==> config.mk <==
export PLATFORM = sky130hd
export DESIGN_NAME = pad_cfg_sequencer
export DESIGN_NICKNAME = d
export VERILOG_FILES = /design/src/rtl/pad_cfg_sequencer.sv
export SDC_FILE = /design/constraint.sdc
export NUM_CORES = 1
export LEC_CHECK = 0
export ABC_AREA = 1
export BUFFER_PORTS_ARGS = -buffer_cell sky130_fd_sc_hd__buf_2
export CORE_MARGIN = 2
export CORE_UTILIZATION = 40
export DETAILED_ROUTE_END_ITERATION = 7
export PLACE_DENSITY = 0.67
export SYNTH_ARGS = -nofsm -noshare
export SYNTH_HDL_FRONTEND = slang
export SYNTH_SLANG_ARGS = --single-unit
==> constraint.sdc <==
create_clock -name clk -period 3.2 [get_ports clk]
set_input_delay 0.96 -clock clk [delete_from_list [all_inputs] [get_ports clk]]
set_output_delay 0.96 -clock clk [all_outputs]
set_load 0.1 [all_outputs]
==> src/rtl/pad_cfg_sequencer.sv <==
// Wishbone master that walks every pad OEN register of the pad configuration
// slave and programs it from a latched mask, with an optional read-check-write-verify mode.
module pad_cfg_sequencer #(
    parameter int          NUM_PADS  = 38,
    parameter logic [31:0] BASE_ADDR = 32'h3000_6000,
    parameter int          TIMEOUT   = 16
) (
    input  logic                clk,
    input  logic                resetb,
    input  logic                start,
    input  logic [NUM_PADS-1:0] mask_i,
    input  logic                verify_i,
    output logic                busy,
    output logic                done,
    output logic                err,
    output logic [5:0]          err_idx,
    output logic [5:0]          wr_cnt,
    output logic                wbm_cyc_o,
    output logic                wbm_stb_o,
    output logic                wbm_we_o,
    output logic [3:0]          wbm_sel_o,
    output logic [31:0]         wbm_adr_o,
    output logic [31:0]         wbm_dat_o,
    input  logic [31:0]         wbm_dat_i,
    input  logic                wbm_ack_i
);

    localparam int         TW       = $clog2(TIMEOUT + 1);
    localparam logic [5:0] LAST_IDX = 6'(NUM_PADS - 1);

    typedef enum logic [2:0] {IDLE, RD, WR, CHK, GAP, FIN} state_t;
    typedef enum logic [1:0] {GAP_ADV, GAP_WR, GAP_CHK} gap_t;

    state_t              state, state_nxt;
    gap_t                gap_to, gap_nxt;
    logic [NUM_PADS-1:0] mask_q;
    logic                verify_q;
    logic [5:0]          idx;
    logic [TW-1:0]       tcnt;

    logic in_bus;
    logic tmo;
    logic pad_bit;
    logic rd_match;
    logic dat_unused;

    assign in_bus     = (state == RD) || (state == WR) || (state == CHK);
    assign tmo        = in_bus && !wbm_ack_i && (tcnt == TW'(TIMEOUT - 1));
    assign pad_bit    = mask_q[idx];
    assign rd_match   = (wbm_dat_i[0] == pad_bit);
    assign dat_unused = ^wbm_dat_i[31:1];

    always_ff @(posedge clk or negedge resetb) begin
        if (!resetb) begin
            state  <= IDLE;
            gap_to <= GAP_ADV;
        end else begin
            state  <= state_nxt;
            gap_to <= gap_nxt;
        end
    end

    // GAP remembers where to go once the slave has released a registered ack.
    always_comb begin
        state_nxt = state;
        gap_nxt   = gap_to;
        case (state)
            IDLE: if (start) state_nxt = verify_i ? RD : WR;
            RD: begin
                if (wbm_ack_i) begin
                    state_nxt = GAP;
                    gap_nxt   = rd_match ? GAP_ADV : GAP_WR;
                end else if (tmo) begin
                    state_nxt = FIN;
                end
            end
            WR: begin
                if (wbm_ack_i) begin
                    state_nxt = GAP;
                    gap_nxt   = verify_q ? GAP_CHK : GAP_ADV;
                end else if (tmo) begin
                    state_nxt = FIN;
                end
            end
            CHK: begin
                if (wbm_ack_i) begin
                    state_nxt = rd_match ? GAP : FIN;
                    gap_nxt   = GAP_ADV;
                end else if (tmo) begin
                    state_nxt = FIN;
                end
            end
            GAP: begin
                if (!wbm_ack_i) begin
                    case (gap_to)
                        GAP_WR:  state_nxt = WR;
                        GAP_CHK: state_nxt = CHK;
                        default: state_nxt = (idx == LAST_IDX) ? FIN : (verify_q ? RD : WR);
                    endcase
                end
            end
            FIN:     state_nxt = IDLE;
            default: state_nxt = IDLE;
        endcase
    end

    always_ff @(posedge clk or negedge resetb) begin
        if (!resetb) begin
            mask_q   <= '1;
            verify_q <= 1'b0;
            idx      <= '0;
            tcnt     <= '0;
            err      <= 1'b0;
            err_idx  <= '0;
            wr_cnt   <= '0;
        end else begin
            case (state)
                IDLE: begin
                    if (start) begin
                        mask_q   <= mask_i;
                        verify_q <= verify_i;
                        idx      <= '0;
                        tcnt     <= '0;
                        err      <= 1'b0;
                        err_idx  <= '0;
                        wr_cnt   <= '0;
                    end
                end
                RD, WR, CHK: begin
                    if (wbm_ack_i) begin
                        tcnt <= '0;
                        if (state == WR) wr_cnt <= wr_cnt + 6'd1;
                        if ((state == CHK) && !rd_match) begin
                            err     <= 1'b1;
                            err_idx <= idx;
                        end
                    end else if (tmo) begin
                        tcnt    <= '0;
                        err     <= 1'b1;
                        err_idx <= idx;
                    end else begin
                        tcnt <= tcnt + 1'b1;
                    end
                end
                GAP: begin
                    if (!wbm_ack_i && (gap_to == GAP_ADV) && (idx != LAST_IDX))
                        idx <= idx + 6'd1;
                end
                default: ;
            endcase
        end
    end

    // Bus outputs decode only from flops, so they stay put for the whole strobe.
    always_comb begin
        busy      = (state != IDLE);
        done      = (state == FIN);
        wbm_cyc_o = in_bus;
        wbm_stb_o = in_bus;
        wbm_we_o  = (state == WR);
        wbm_sel_o = in_bus ? 4'hF : 4'h0;
        wbm_adr_o = in_bus ? (BASE_ADDR + {26'b0, idx}) : 32'h0;
        wbm_dat_o = (state == WR) ? {31'b0, pad_bit} : 32'h0;
    end

endmodule

# --- Word level (Yosys, flattened, before mapping) ---
# Cells that the tools add are included.
# Widths: inputs -> output; s select.
word_totals:
  register_bits: 68
  inputBits: 75
  out_inout_bits: 86
  wordCells: 100
op_classes:
  add_sub_neg: 4
  magnitude_cmp: 1
  eq_ne: 21
  mux: 41
  reduce_logical: 24
op_table:
  columns: ["op", "count"]
  rows:
  - ["$mux 6", 7]
  - ["$pmux 6 s2", 3]
  - ["$add 30x6->31 const A", 1]
  - ["$mux 31", 1]
  - ["$mux 3", 6]
  - ["$mux 5", 3]
  - ["$ne 2x2->1 const B", 7]
  - ["$add 6x1->6 const B", 2]
  - ["$mux 2", 6]
  - ["$pmux 3 s4", 1]
  - ["$reduce_and 4->1", 3]
  - ["$pmux 5 s2", 1]
  - ["$mux 1", 8]
  - ["$lt 6x7->1 const B", 1]
  - ["$bmux 1 s6", 1]
  - ["$eq 3x2->1 const B", 2]
  - ["$eq 3x3->1 const B", 2]
  - ["$eq 6x6->1 const B", 1]
  - ["$ne 3x3->1 const B", 2]
  - ["$ne 6x6->1 const B", 1]
  - ["$pmux 2 s3", 1]
  - ["$pmux 3 s2", 1]
  - ["$reduce_and 2->1", 3]
  - ["$reduce_bool 3->1", 2]
  - ["18 further kinds", 25]

# --- Depth between registers and ports, before layout ---
# Gate-level depths: netlist of run 1.
depth:
  ltp_word: 8
  mapped_depth: 16
  mapped_depth_nobuf: 15

# --- Worst setup path before layout of run 1 ---
# OpenSTA, ideal clock, no wires.
synth_timing:
  path_type: "reg2out"
  from: "register state[2]"
  to: "output port wbm_dat_o[0]"
  arrival_time_ps: 5009
  setup_slack_ps: -2769
  path_stages_with_launch: 3
  path_buffers: 0
  cell_sequence: "dfrtp_1 -> nor3_1 -> a21boi_0"
synth_between:
  elab_chain_len: 2
synth_rtl:
  columns: ["item", "line", "rtl"]
  rows:
  - ["from (decl)", "34", "state_t state, state_nxt;"]
  - ["from (signal assigned)", "58", "state <= state_nxt;"]
  - ["$eq 3x2->1", null, null]
  - ["via wbm_we_o", "20", "output logic wbm_we_o,"]
  - ["$mux 1", "163", "wbm_dat_o = (state == WR) ? {31'b0, pad_bit} : 32'h0;"]
  - ["to (decl)", "23", "output logic [31:0] wbm_dat_o,"]
# The timed path passes the listed nets, and every way through them passes these cells.

# --- Worst setup path in the final report of run 1 ---
layout_timing:
  from: "register idx[0]"
  to: "output port wbm_dat_o[0]"
layout_between:
  elab_chain_len: 3
layout_rtl:
  columns: ["item", "line", "rtl"]
  rows:
  - ["from (decl)", "38", "logic [5:0] idx;"]
  - ["from (signal assigned)", "147", "idx <= idx + 6'd1;"]
  - ["$bmux 1 s6", "49", "assign pad_bit = mask_q[idx];"]
  - ["$mux 1 (implied by the code)", "49", null]
  - ["$mux 1", "163", null]
# Every way passes these cells. The select of a mux whose other input is x is not followed.

==> run summary, run 1 <==
Port-buffer cells = 76
family with the most delay on the worst path = compound AO/OA/AOI/OAI gates
RSZ-0062 raised after global routing = false
H-tree lvl count = 3
Fillers = 988
IO Pins = 161
hold buffers post-CTS = 0
Final period util = 0.924
DR vias = 3,209
# DRC = 0
CTS max path bufs = 2
Die Area = 10,600 µm²
ANT cells = 0
synth warn = 0
outcome = complete, no violations
sequential power share = 0.296
Comb power frac = 0.555
CP Max Fanout = 25
Max Cap Viol = 0
pwr dens = 1130 nW/µm²
initial DRC count = 86
NetSw = 2790 µW
average size of a mapped cell = 7.82 µm²
CP cell instances = buf_12, o21ai_0, o22ai_1, nand2_1, o21ai_0, nand2_1, a21boi_2, buf_12
Slew headroom = 0.590
Synth Register Bits = 68
Slew Limit Fails = 0
Mapped Cells = 503
Hold Vio Cnt, Final = 0
nets@finish = 654
HPWL Detailed = 6.04 mm
Worst setup SP type = flop
final setup violating endpoints = 0
CP bufs+invs = 2
Slew @ Worst Pin = 0.616 ns
DRT Wirelength = 8.40 mm
crit end category = primary output
CP Class = reg2out
CP peak stage delay = 0.44 ns
Yosys top cell area share = 0.254
synthesized cell area = 3930 µm²
wire length per cell = 11.8 µm
Main synth FF type = dfstp_2
Clock Sinks = 68
1st-pass router iterations = 4
ys async rst share = 1.00
Die X-Extent = 103 µm
critical path arrival = 2.00 ns
EDFF count, synth = 0
vias in the first global route = 3,063
commonest non-fill, non-tap cell in the layout = nand2_1
core area = 9640 µm²
ranking of synthesized cells by area = dfstp_2, dfrtp_1, nand2_1, buf_4, o21ai_0
initial antenna violation count = 0
Row Count = 36
Clock Skew = 0.0106 ns
Die Ht = 103 µm
Slowest cell on crit path = dfrtp_1
commonest cells after routing, fill and taps aside = nand2_1, buf_2, conb_1, inv_1, dfstp_2
Placer Congestion = 0.824
fin area = 4530 µm²
first-pass GRT wire length = 14.0 mm
Vias/cell = 4.51
Period minus WS final = 2.96 ns
total internal power = 2310 µW
global route overflow = 0
Starting Density = 0.408
Worst-path clk slew = 0.08 ns
CP Depth = 8
synthesis-to-layout area growth = 15.1%
Worst EP required = 2.24 ns
register area share after synthesis = 0.445
clock latency at the later pin of the worst-skew pair = 0.35 ns
worst hold path class = reg2reg
Util after Layout = 0.470
Final ANT Viol Nets = 0
gr usage total = 0.167
area leader, netlist = dfstp_2
R2R cell count = 11
largest vdd supply drop = 0.852 mV
Cell Area, Placed = 4260 µm²
largest net degree at the start of global routing = 62
Inserted Clock Buffers = 9
Min-Delay Path Depth = 2
clock tree root buffer cell = clkbuf_8
P_leak = 0.00230 µW
CTS tree = yes
Netlist cell types = 37
Clock Power Share = 0.148
layout cells sized above 1 = 0.282
fmax = 338 MHz
Switching Share = 0.547
[power groups by stage]
stage,Combinational [µW],Clock [µW],Sequential (µW)
after global routing,3120,812,1550
after global placement,2770,0,1500
final,2830,757,1510
after detailed placement,2820,0,1510
after CTS,2820,775,1500
after floorplan,2380,0,1650
[logic make-up (layout without fill, tap and decap cells)]
logic type,count (synthesis),after routing,share of synthesized area
other,1,53,0.000954
flip-flops,68,68,0.445
XOR/XNOR,1,1,0.00223
AND/OR/NAND/NOR,237,237,0.258
AO/OA/AOI/OAI,62,62,0.0875
buffers and inverters,128,151,0.187
adder cells (fa/ha/maj),6,6,0.0191
[final cells by class]
cell class                 instances  area, µm²  share of cell area
multi-input combinational        359       1720               0.379
sequential                        68       1750               0.386
clock buffer                      14        205              0.0453
inverter                          51        199              0.0439
timing repair buffer              84        480               0.106
clock inverter                     2       11.3             0.00249
tap                              133        166              0.0368
[registers in the layout, indices dropped and copies added (netlist names)]
register / flops
err_idx: 6
err: 1
idx: 6
tcnt: 5
state: 3
mask_q: 38
verify_q: 1
gap_to: 2
wr_cnt: 6
[synth_stat cells (2+ instances only)]
master	n
a21boi_0	2
a21oi_1	11
a221oi_1	2
buf_2	2
buf_4	63
buf_6	2
clkbuf_1	9
dfrtp_1	30
dfstp_2	38
ha_1	6
inv_1	46
inv_2	4
nand2_1	145
nand2_2	2
nand3_1	34
nand4_1	3
nor2_1	32
nor2_2	2
nor2_4	2
nor3_1	11
nor3b_1	2
o211ai_1	3
o21ai_0	36
o21ai_1	2
o22ai_1	2
[path summary, 6_finish.rpt]
path / end / slack (ns) / from
setup / recovery: wbm_dat_o[0] / 0.24 / idx[0]
hold / removal: mask_q[37] / 0.47 / mask_q[37]
setup reg to reg: wr_cnt[5] / 0.94 / state[0]
hold reg to reg: mask_q[37] / 0.47 / mask_q[37]
max in group asynchronous: mask_q[11] / 1.80 / resetb
min in group asynchronous: idx[2] / 0.62 / resetb
[stage by stage]
stage | setup slack, ns | TNS (ns) | hold WS (ns) | total power [µW] | cells
after global routing | 0.0230 | 0 | 0.484 | 5470 | 711
final | 0.243 | 0 | 0.468 | 5100 | 711
after global placement | 0.539 | 0 | 0.457 | 4280 | 693
after floorplan | -0.130 | -0.130 | 0.446 | 4030 | 555
after detailed placement | 0.525 | 0 | 0.457 | 4330 | 693
after CTS | 0.129 | 0 | 0.471 | 5100 | 709
[worst min-delay path, delay by kind of cell, from the launching register on]
family        cells  cell delay, ns
flops             1            0.37
simple gates      2            0.10
[routing by layer]
metal	wire length [µm]	GRT usage	vias up
li1	-	-	1617
met1	3820	0.217	1499
met2	4150	0.280	87
met3	364	0.0420	6
met4	62	0.0455	0
met5	0	0	-
[repair_timing]
item,4_1_cts,5_1_grt
buffers inserted,0,2
endpoints found under the setup margin,0,1
resized for setup,0,8
(Power assumes the default switching activity.)
==> run 2, diff against run 1 <==
- BUFFER_PORTS_ARGS: -buffer_cell sky130_fd_sc_hd__buf_2 -> -buffer_cell sky130_fd_sc_hd__buf_4
==> run 2 against run 1 <==
  * Cell count is the same
  * Hold slack gained 0.0011 ns
  * Core utilization grew 1.4 points
  * Clock power shrank 4.4%
  * Highest routed layer unchanged
  * Power grew 1.0%
==> run summary, run 2 (synthesis results as in run 1) <==
outcome = complete, no violations
vias in the first global route = 3,015 (-1.6%)
Die Ht = 103 µm (unchanged)
Slew headroom = 0.431 (-0.159)
global route overflow = 0 (unchanged)
largest vdd supply drop = 0.750 mV (-12%)
crit end category = primary output
Final Power = 5150 µW (+1.0%)
Die X-Extent = 103 µm (unchanged)
Max Cap Viol = 0 (unchanged)
Biggest register = mask_q
Slowest cell on crit path = dfrtp_2
M1 GR Usage = 0.213 (-0.00408)
Slew @ Worst Pin = 0.854 ns (+0.238 ns)
Worst setup SP type = flop
Die Area = 10,600 µm² (unchanged)
# DRC = 0 (unchanged)
fin area = 4660 µm² (+3.0%)
ANT cells = 0 (unchanged)
Final WS setup = 0.206 ns (-0.0371 ns)
grt met2 use = 0.278 (-0.00150)
gr usage total = 0.167 (-0.000950)
layout cells sized above 1 = 0.277 (-0.00519)
DR vias = 3,214 (+0.16%)
CP Max Fanout = 10 (-60%)
Min-Delay Path Depth = 2 (unchanged)
fmax = 334 MHz (-1.2%)
Slew Limit Fails = 0 (unchanged)
R2R cell count = 11 (unchanged)
CTS max path bufs = 2 (unchanged)
nets@finish = 654 (unchanged)
placed insts = 693 (unchanged)
Clock Skew = 0.00965 ns (-0.000997 ns)
initial DRC count = 134 (+56%)
pwr dens = 1100 nW/µm² (-1.9%)
wire length per cell = 11.8 µm (about the same)
pre-CTS worst setup slack = 0.349 ns (-0.176 ns)
IO Pins = 161 (unchanged)
Cell Area, Placed = 4440 µm² (+4.1%)
core area = 9640 µm² (unchanged)
Port-buffer cells = 76 (unchanged)
initial antenna violation count = 0 (unchanged)
Clock Sinks = 68 (unchanged)
Hold Vio Cnt, Final = 0 (unchanged)
HPWL Detailed = 6.10 mm (+0.99%)
hold buffers post-CTS = 0 (unchanged)
CP peak stage delay = 0.44 ns (about the same)
CP most frequent cell = nand3_1
first-pass GRT wire length = 13.8 mm (-1.8%)
synthesis-to-layout area growth = 18.6%
Worst EP required = 2.24 ns (about the same)
most crowded layer after global routing = met2
DRT Wirelength = 8.39 mm (about the same)
CTS tree = yes
CP Class = reg2out
Final period util = 0.936 (+0.0116)
Final ANT Viol Nets = 0 (unchanged)
Worst-path clk slew = 0.07 ns (about the same)
final cell count without fillers = 711 (unchanged)
CP cell instances = buf_4, nor2_1, nor2_1, o21ai_0, nand3_1, nand3_1, nand2_1, nand3_1, a21boi_2, buf_8
worst hold path class = reg2reg
Starting Density = 0.408 (unchanged)
Row Count = 36 (unchanged)
commonest non-fill, non-tap cell in the layout = nand2_1
critical path arrival = 2.03 ns (+0.03 ns)
reg-to-reg slack, setup = 0.97 ns (+0.03 ns)
P_leak = 0.00232 µW (+0.73%)
clock tree root buffer cell = clkbuf_8
Placer Congestion = 0.817 (-0.86%)
largest net degree at the start of global routing = 69 (+11%)
H-tree lvl count = 3 (unchanged)
max reg flops = 38 (unchanged)
Period minus WS final = 2.99 ns (+0.0371 ns)
final setup violating endpoints = 0 (unchanged)
Util after Layout = 0.484 (+0.0140)
Vias/cell = 4.52 (+0.16%)
Inserted Clock Buffers = 9 (unchanged)
1st-pass router iterations = 4 (unchanged)
met3 usage in global routing = 0.0298 (-0.0122)
commonest cells after routing, fill and taps aside = nand2_1, buf_4, conb_1, inv_1, dfstp_2
clock latency at the later pin of the worst-skew pair = 0.35 ns (about the same)
[run 2: worst max-delay path: cells and delay by family, from the launching register on]
kind | cells | cell delay (ns)
AND/OR/NAND/NOR | 6 | 0.50
flip-flops | 1 | 0.44
buffers and inverters | 2 | 0.41
AO/OA/AOI/OAI | 2 | 0.33
[run 2: power by group]
part | leakage, µW | internal, µW | switching [µW]
Clock | 0.000101 | 403 | 321
Sequential | 0.000804 | 1330 | 182
Combinational | 0.00142 | 638 | 2270
[run 2: per-stage QoR]
stage	hold WS, ns	setup TNS [ns]
global placement	0.457	0
finish	0.470	0
detailed placement	0.456	0
global route	0.480	-0.00361
floorplan	0.446	-0.130
CTS	0.469	0
[run 2: repair_timing]
action,CTS,global route
setup endpoints to repair,1,1
gates resized for setup,2,3
buffers inserted,0,2
[run 2: worst paths after layout]
kind	startpoint	to
setup / recovery	idx[0]	wbm_dat_o[0]
hold / removal	mask_q[37]	mask_q[37]
setup reg to reg	state[0]	wr_cnt[5]
hold reg to reg	mask_q[37]	mask_q[37]
max in group asynchronous	resetb	idx[0]
min in group asynchronous	resetb	err_idx[2]
[run 2: cell type report]
type | instances | area [µm²]
clock inverters | 2 | 35.0
flip-flops and latches | 68 | 1750
clock buffers | 14 | 163
well taps | 133 | 166
repair buffers | 84 | 638
inverters | 51 | 199
fillers | 962 | 4980
multi-input cells | 359 | 1710
[run 2: routing by layer]
| layer | vias up | share of wire |
|---|---|---|
| met3 | 13 | 0.045 |
| li1 | 1619 | - |
| met2 | 96 | 0.49 |
| met5 | - | 0 |
| met1 | 1486 | 0.45 |
| met4 | 0 | 0.016 |
